==> config.mk <==
export PLATFORM = sky130hd
export DESIGN_NAME = cdb_arbiter
export DESIGN_NICKNAME = d
export VERILOG_FILES = /design/src/rtl/cdb_arbiter_pkg.sv /design/src/rtl/result_fifo.sv /design/src/rtl/cdb_arbiter.sv
export SDC_FILE = /design/constraint.sdc
export NUM_CORES = 1
export LEC_CHECK = 0
export ABC_AREA = 1
export CAP_MARGIN = 20
export CORE_UTILIZATION = 24
export CTS_BUF_LIST = sky130_fd_sc_hd__clkbuf_16
export DETAILED_ROUTE_END_ITERATION = 6
export PLACE_DENSITY = 0.52
export SLEW_MARGIN = 20
export SYNTH_ARGS = -nofsm -noshare
export SYNTH_HDL_FRONTEND = slang
export SYNTH_SLANG_ARGS = --single-unit
==> constraint.sdc <==
create_clock -name clockIn -period 2.7 [get_ports clockIn]
set_input_delay 0.81 -clock clockIn [delete_from_list [all_inputs] [get_ports clockIn]]
set_output_delay 0.81 -clock clockIn [all_outputs]
set_load 0.03 [all_outputs]
==> src/rtl/cdb_arbiter_pkg.sv <==
// Shared definitions for the common-data-bus arbiter: requester indices and
// the {robId, value} result record held in each requester queue.
package cdb_arbiter_pkg;

    // Requester indices on the reqValid/reqRobId/reqVal buses
    localparam int unsigned REQ_ALU = 0;
    localparam int unsigned REQ_LSB = 1;
    localparam int unsigned REQ_BRU = 2;

    // Record widths; the rob field tracks the arbiter's default ROB_WIDTH
    localparam int unsigned RESULT_ROB_W = 4;
    localparam int unsigned VALUE_W      = 32;

    typedef struct packed {
        logic [RESULT_ROB_W-1:0] rob_id;
        logic [VALUE_W-1:0]      value;
    } result_t;

endpackage

==> src/rtl/result_fifo.sv <==
// Per-requester result queue of QDEPTH {robId, value} entries.
// Ports: clk/rst_n, flush (drops contents and same-cycle push), push + write
// data, pop, ready_c (count < QDEPTH), empty_c, head_rob_id_c/head_val_c.
module result_fifo
    import cdb_arbiter_pkg::*;
#(
    parameter int unsigned ROB_WIDTH = RESULT_ROB_W,
    parameter int unsigned QDEPTH    = 2
) (
    input  logic                 clk,
    input  logic                 rst_n,
    input  logic                 flush,
    input  logic                 push,
    input  logic [ROB_WIDTH-1:0] wr_rob_id,
    input  logic [VALUE_W-1:0]   wr_val,
    input  logic                 pop,
    output logic                 ready_c,
    output logic                 empty_c,
    output logic [ROB_WIDTH-1:0] head_rob_id_c,
    output logic [VALUE_W-1:0]   head_val_c
);

    localparam int unsigned PTR_W = (QDEPTH > 1) ? $clog2(QDEPTH) : 1;
    localparam int unsigned CNT_W = $clog2(QDEPTH + 1);

    result_t          mem [QDEPTH];
    logic [PTR_W-1:0] wr_ptr;
    logic [PTR_W-1:0] rd_ptr;
    logic [CNT_W-1:0] count;
    logic             do_push_c;
    logic             do_pop_c;

    // Ready comes from the registered count only, never from this cycle's pop
    assign ready_c       = (count < CNT_W'(QDEPTH));
    assign empty_c       = (count == '0);
    assign do_push_c     = push && ready_c && !flush;
    assign do_pop_c      = pop && !empty_c && !flush;
    assign head_rob_id_c = ROB_WIDTH'(mem[rd_ptr].rob_id);
    assign head_val_c    = mem[rd_ptr].value;

    // Pointer and occupancy tracking; pointers wrap naturally (QDEPTH is 2^n)
    always_ff @(posedge clk or negedge rst_n) begin
        if (!rst_n) begin
            wr_ptr <= '0;
            rd_ptr <= '0;
            count  <= '0;
        end else if (flush) begin
            wr_ptr <= '0;
            rd_ptr <= '0;
            count  <= '0;
        end else begin
            if (do_push_c) wr_ptr <= wr_ptr + PTR_W'(1);
            if (do_pop_c)  rd_ptr <= rd_ptr + PTR_W'(1);
            case ({do_push_c, do_pop_c})
                2'b10:   count <= count + CNT_W'(1);
                2'b01:   count <= count - CNT_W'(1);
                default: count <= count;
            endcase
        end
    end

    // Storage needs no reset: an entry is only read once it has been written
    always_ff @(posedge clk) begin
        if (do_push_c) begin
            mem[wr_ptr] <= '{rob_id: RESULT_ROB_W'(wr_rob_id), value: wr_val};
        end
    end

endmodule

==> src/rtl/cdb_arbiter.sv <==
// Common-data-bus arbiter: queues results from NUM_REQ producers and
// broadcasts one per cycle, chosen round-robin from rrPtr.
// Ports: clockIn, resetIn (async, active-low), flushIn (sync mispredict
// flush), reqValid/reqRobId/reqVal (packed per requester, req 0 in LSBs),
// reqReady (per-requester space), cdbValid/cdbRobId/cdbVal/cdbSrc (broadcast).
module cdb_arbiter
    import cdb_arbiter_pkg::*;
#(
    parameter int unsigned ROB_WIDTH = RESULT_ROB_W,
    parameter int unsigned NUM_REQ   = 3,
    parameter int unsigned QDEPTH    = 2
) (
    input  logic                         clockIn,
    input  logic                         resetIn,
    input  logic                         flushIn,
    input  logic [NUM_REQ-1:0]           reqValid,
    input  logic [NUM_REQ*ROB_WIDTH-1:0] reqRobId,
    input  logic [NUM_REQ*VALUE_W-1:0]   reqVal,
    output logic [NUM_REQ-1:0]           reqReady,
    output logic                         cdbValid,
    output logic [ROB_WIDTH-1:0]         cdbRobId,
    output logic [VALUE_W-1:0]           cdbVal,
    output logic [1:0]                   cdbSrc
);

    localparam int unsigned IDX_W = (NUM_REQ > 1) ? $clog2(NUM_REQ) : 1;

    logic [NUM_REQ-1:0]   empty_c;
    logic [NUM_REQ-1:0]   pop_c;
    logic [ROB_WIDTH-1:0] head_rob_c [NUM_REQ];
    logic [VALUE_W-1:0]   head_val_c [NUM_REQ];
    logic [IDX_W-1:0]     rr_ptr;
    logic [IDX_W-1:0]     cand_c;
    logic [IDX_W-1:0]     grant_idx_c;
    logic                 grant_valid_c;

    // One private queue per requester
    for (genvar i = 0; i < NUM_REQ; i++) begin : g_fifo
        result_fifo #(
            .ROB_WIDTH (ROB_WIDTH),
            .QDEPTH    (QDEPTH)
        ) u_fifo (
            .clk           (clockIn),
            .rst_n         (resetIn),
            .flush         (flushIn),
            .push          (reqValid[i]),
            .wr_rob_id     (reqRobId[i*ROB_WIDTH +: ROB_WIDTH]),
            .wr_val        (reqVal[i*VALUE_W +: VALUE_W]),
            .pop           (pop_c[i]),
            .ready_c       (reqReady[i]),
            .empty_c       (empty_c[i]),
            .head_rob_id_c (head_rob_c[i]),
            .head_val_c    (head_val_c[i])
        );
    end

    // Round-robin: first non-empty queue scanning upward from rr_ptr
    always_comb begin
        grant_valid_c = 1'b0;
        grant_idx_c   = '0;
        cand_c        = '0;
        for (int unsigned k = 0; k < NUM_REQ; k++) begin
            cand_c = IDX_W'((32'(rr_ptr) + k) % NUM_REQ);
            if (!grant_valid_c && !empty_c[cand_c]) begin
                grant_valid_c = 1'b1;
                grant_idx_c   = cand_c;
            end
        end
    end

    always_comb begin
        pop_c = '0;
        if (grant_valid_c) pop_c[grant_idx_c] = 1'b1;
    end

    // Broadcast register and round-robin pointer; data holds when idle
    always_ff @(posedge clockIn or negedge resetIn) begin
        if (!resetIn) begin
            rr_ptr   <= IDX_W'(REQ_ALU);
            cdbValid <= 1'b0;
            cdbRobId <= '0;
            cdbVal   <= '0;
            cdbSrc   <= '0;
        end else if (flushIn) begin
            rr_ptr   <= '0;
            cdbValid <= 1'b0;
        end else begin
            cdbValid <= grant_valid_c;
            if (grant_valid_c) begin
                rr_ptr   <= IDX_W'((32'(grant_idx_c) + 32'd1) % NUM_REQ);
                cdbRobId <= head_rob_c[grant_idx_c];
                cdbVal   <= head_val_c[grant_idx_c];
                cdbSrc   <= 2'(grant_idx_c);
            end
        end
    end

endmodule

==> flow_metrics.py <==
metrics = {
    "outcome": {
        "status": "finished, final reports clean",
    },
    "finish": {
        "fillers": 4442,
        "regArea_um2": 7820,
        "finish.utilization": 0.321,
        "final_area_um2": 14300,
        "areaGrowthSynthToFinish_pct": 31.0,
        "nets": 1192,
        "drive_gt1_frac": 0.102,
        "multi_input_area_um2": 2770,
        "diodes": 0,
    },
    "detailed_routing": {
        "detail_route.drc_violations": 0,
        "dr_total_vias": 7168,
        "vias_per_cell": 4.25,
        "wire_per_inst_um": 17.8,
        "wirelength_um": 30100,
        "ant_nets": 0,
        "dr.first_iter.drc_count": 383,
        "first_pass_iters": 5,
    },
    "worst_setup_path": {
        "worstRegToRegCells": 14,
        "critPathLaunchType": "flip-flop",
        "arrival_ns": 1.77,
        "path_class": "reg2out",
        "cp-end-kind": "output port",
        "cp.required_ns": 1.89,
        "r2r_setup_slack_ns": 0.23,
        "crit_fanout": 5,
    },
    "synth": {
        "syn_inst": 904,
        "yosysTopAreaCell": "edfxtp_1",
        "synth-seq-area-share": 0.714,
        "synth_top_area_frac": 0.593,
        "avgSynthCellArea_um2": 12.1,
        "syn_area_um2": 10900,
        "ys_seq_elements": 269,
        "synth.area.top_cells": "edfxtp_1, dfrtp_1, nand2_1, nor2_1, a21oi_1",
        "synth_common_cells": "edfxtp_1, nand2_1, nor2_1",
        "yosysWarnings": 0,
        "synth_fp_nets": 1021,
        "async_reset_ff_frac": 0.197,
        "synth_cell_types": 32,
        "synth_most_common_cell": "edfxtp_1",
        "synth_edf_count": 216,
        "ys.flop_type": "edfxtp_1",
    },
    "timing": {
        "rsz0062_at_grt": "false",
        "finalSetupViolCount": 0,
        "fin_skew_ns": 0.00768,
        "slew_viol_final": 0,
        "maxSlewHeadroom": 0.476,
        "finalCriticalPeriod_ns": 2.58,
        "tightest_slew_ns": 0.785,
        "finalCritPeriodShare": 0.955,
        "timing.final.hold_violations": 0,
        "fmax_mhz": 388,
    },
    "grt": {
        "antenna_found_initial": 2,
        "grt_pass1_vias": 7116,
        "grt_usage": 0.128,
        "grt_first_pass_wirelength_um": 44400,
        "grt_max_degree": 54,
        "gr-total-overflow": 0,
    },
    "floorplan": {
        "initial_core_util": 0.245,
        "pin_count": 156,
        "rows": 77,
        "die_width_um": 216,
        "design.die.area_um2": 46500,
        "placeableCoreArea_um2": 44600,
        "die_h_um": 216,
    },
    "power_and_ir_drop": {
        "vdd_drop_max_v": 0.000651,
        "power_density_nw_per_um2": 1170,
        "p_leak_nw": 5.27,
    },
    "clock_network": {
        "clk_latency_ns": 0.55,
        "htreeDepth": 1,
        "cts_buffer_depth": 3,
        "tritoncts": "done",
        "cts.sink_count": 269,
        "cts_made_buffers": 28,
        "root_buffer": "clkbuf_16",
        "clk_pin_slew_worst_paths_ns": 0.06,
    },
    "flow_run": {
        "drv_cap": 0,
    },
    "placed_design": {
        "post-dp-hpwl_um": 21000,
        "place_area_um2": 13400,
        "gp_congestion": 0.839,
        "port_buffers": 155,
    },
    "worst_hold_path": {
        "min_path_type": "in2async",
    },
}
## where the power goes
part,leakage (nW),switching (mW),total (mW),internal (mW)
sequential,2.60,0.432,5.62,5.19
clock,0.459,1.60,3.93,2.34
combinational,2.21,4.63,7.20,2.57
## cell families (layout without fill, tap and decap cells)
kind of cell,after synthesis,after routing,share of synthesized area
and+or+nand+nor,393,394,0.150
AOI/OAI and AO/OA,129,129,0.0604
buffers and inverters,73,263,0.0386
muxes,36,36,0.0329
DFF,269,269,0.714
adders and majority gates,3,3,0.00343
xor gates and xnor gates,1,1,0.000800
## worst max-delay path, cell delays in order (launching register included)
cell and delay [ns]:
dfrtp_1 0.44, inv_2 0.11, clkdlybuf4s50_1 0.67
## timing repair
action / CTS / global route
buffers inserted: 0 / 1
pin swaps: 0 / 1
setup endpoints to repair: 1 / 3
hold buffers: 0 / 0
resized for setup: 1 / 0
gates cloned: 0 / 1
## stage by stage
stage	power [mW]	hold slack [ns]	setup slack [ns]	setup TNS (ns)	cells
after detailed placement	12.9	0.511	0.100	0	1635
after global routing	17.8	0.393	0.0295	0	1687
after global placement	12.8	0.510	0.113	0	1635
final	16.8	0.345	0.120	0	1687
after CTS	16.9	0.364	0.0834	0	1685
after floorplan	10.5	0.514	-0.129	-8.85	904
## worst paths after layout
check / startpoint / endpoint
min in group clockIn: cdbSrc[0]$_DFFE_PN0P_ / cdbSrc[0]$_DFFE_PN0P_
hold / removal: resetIn / g_fifo[0].u_fifo.count[0]$_DFFE_PN0P_
setup reg to reg: rr_ptr[0]$_DFFE_PN0P_ / cdbRobId[2]$_DFFE_PN0P_
hold reg to reg: cdbSrc[0]$_DFFE_PN0P_ / cdbSrc[0]$_DFFE_PN0P_
setup / recovery: g_fifo[2].u_fifo.count[1]$_DFFE_PN0P_ / reqReady[2]
max in group asynchronous: resetIn / g_fifo[2].u_fifo.rd_ptr$_DFFE_PN0P_
## final cells by class
type / instances / area share
Sequential cell: 269 / 0.545
Inverter: 26 / 0.00681
Clock buffer: 29 / 0.0506
Timing Repair Buffer: 187 / 0.137
Clock inverter: 21 / 0.0155
Multi-Input combinational cell: 563 / 0.193
Tap cell: 592 / 0.0517
## routing by layer
layer	up-vias	GRT usage	routed length, um
met5	-	0	11
met4	2	0.0312	458
met3	32	0.0245	1390
met2	178	0.211	14300
met1	3484	0.173	14000
li1	3472	-	-
## placed cells by master, fill, tap and decap left out, drive strengths merged
master,n
a21oi,81
clkbuf,29
ha,3
clkinvlp,4
xor2,1
clkdlybuf4s50,153
nand4,7
dlygate4sd2,1
or2,1
nand2,206
clkinv,8
o22ai,1
o21ai,46
buf,33
bufinv,4
nand3b,1
mux2i,36
dfrtp,53
o21bai,1
nand3,51
edfxtp,216
nor2,128
inv,31
## registers in the layout (all words and copies together), names as in the netlist
name	cells
g_fifo.u_fifo.mem	216
cdbVal	32
g_fifo.u_fifo.count	6
cdbRobId	4
g_fifo.u_fifo.rd_ptr	3
g_fifo.u_fifo.wr_ptr	3
cdbSrc	2
rr_ptr	2
cdbValid	1
No activity file was read; power rests on OpenSTA's default activity.
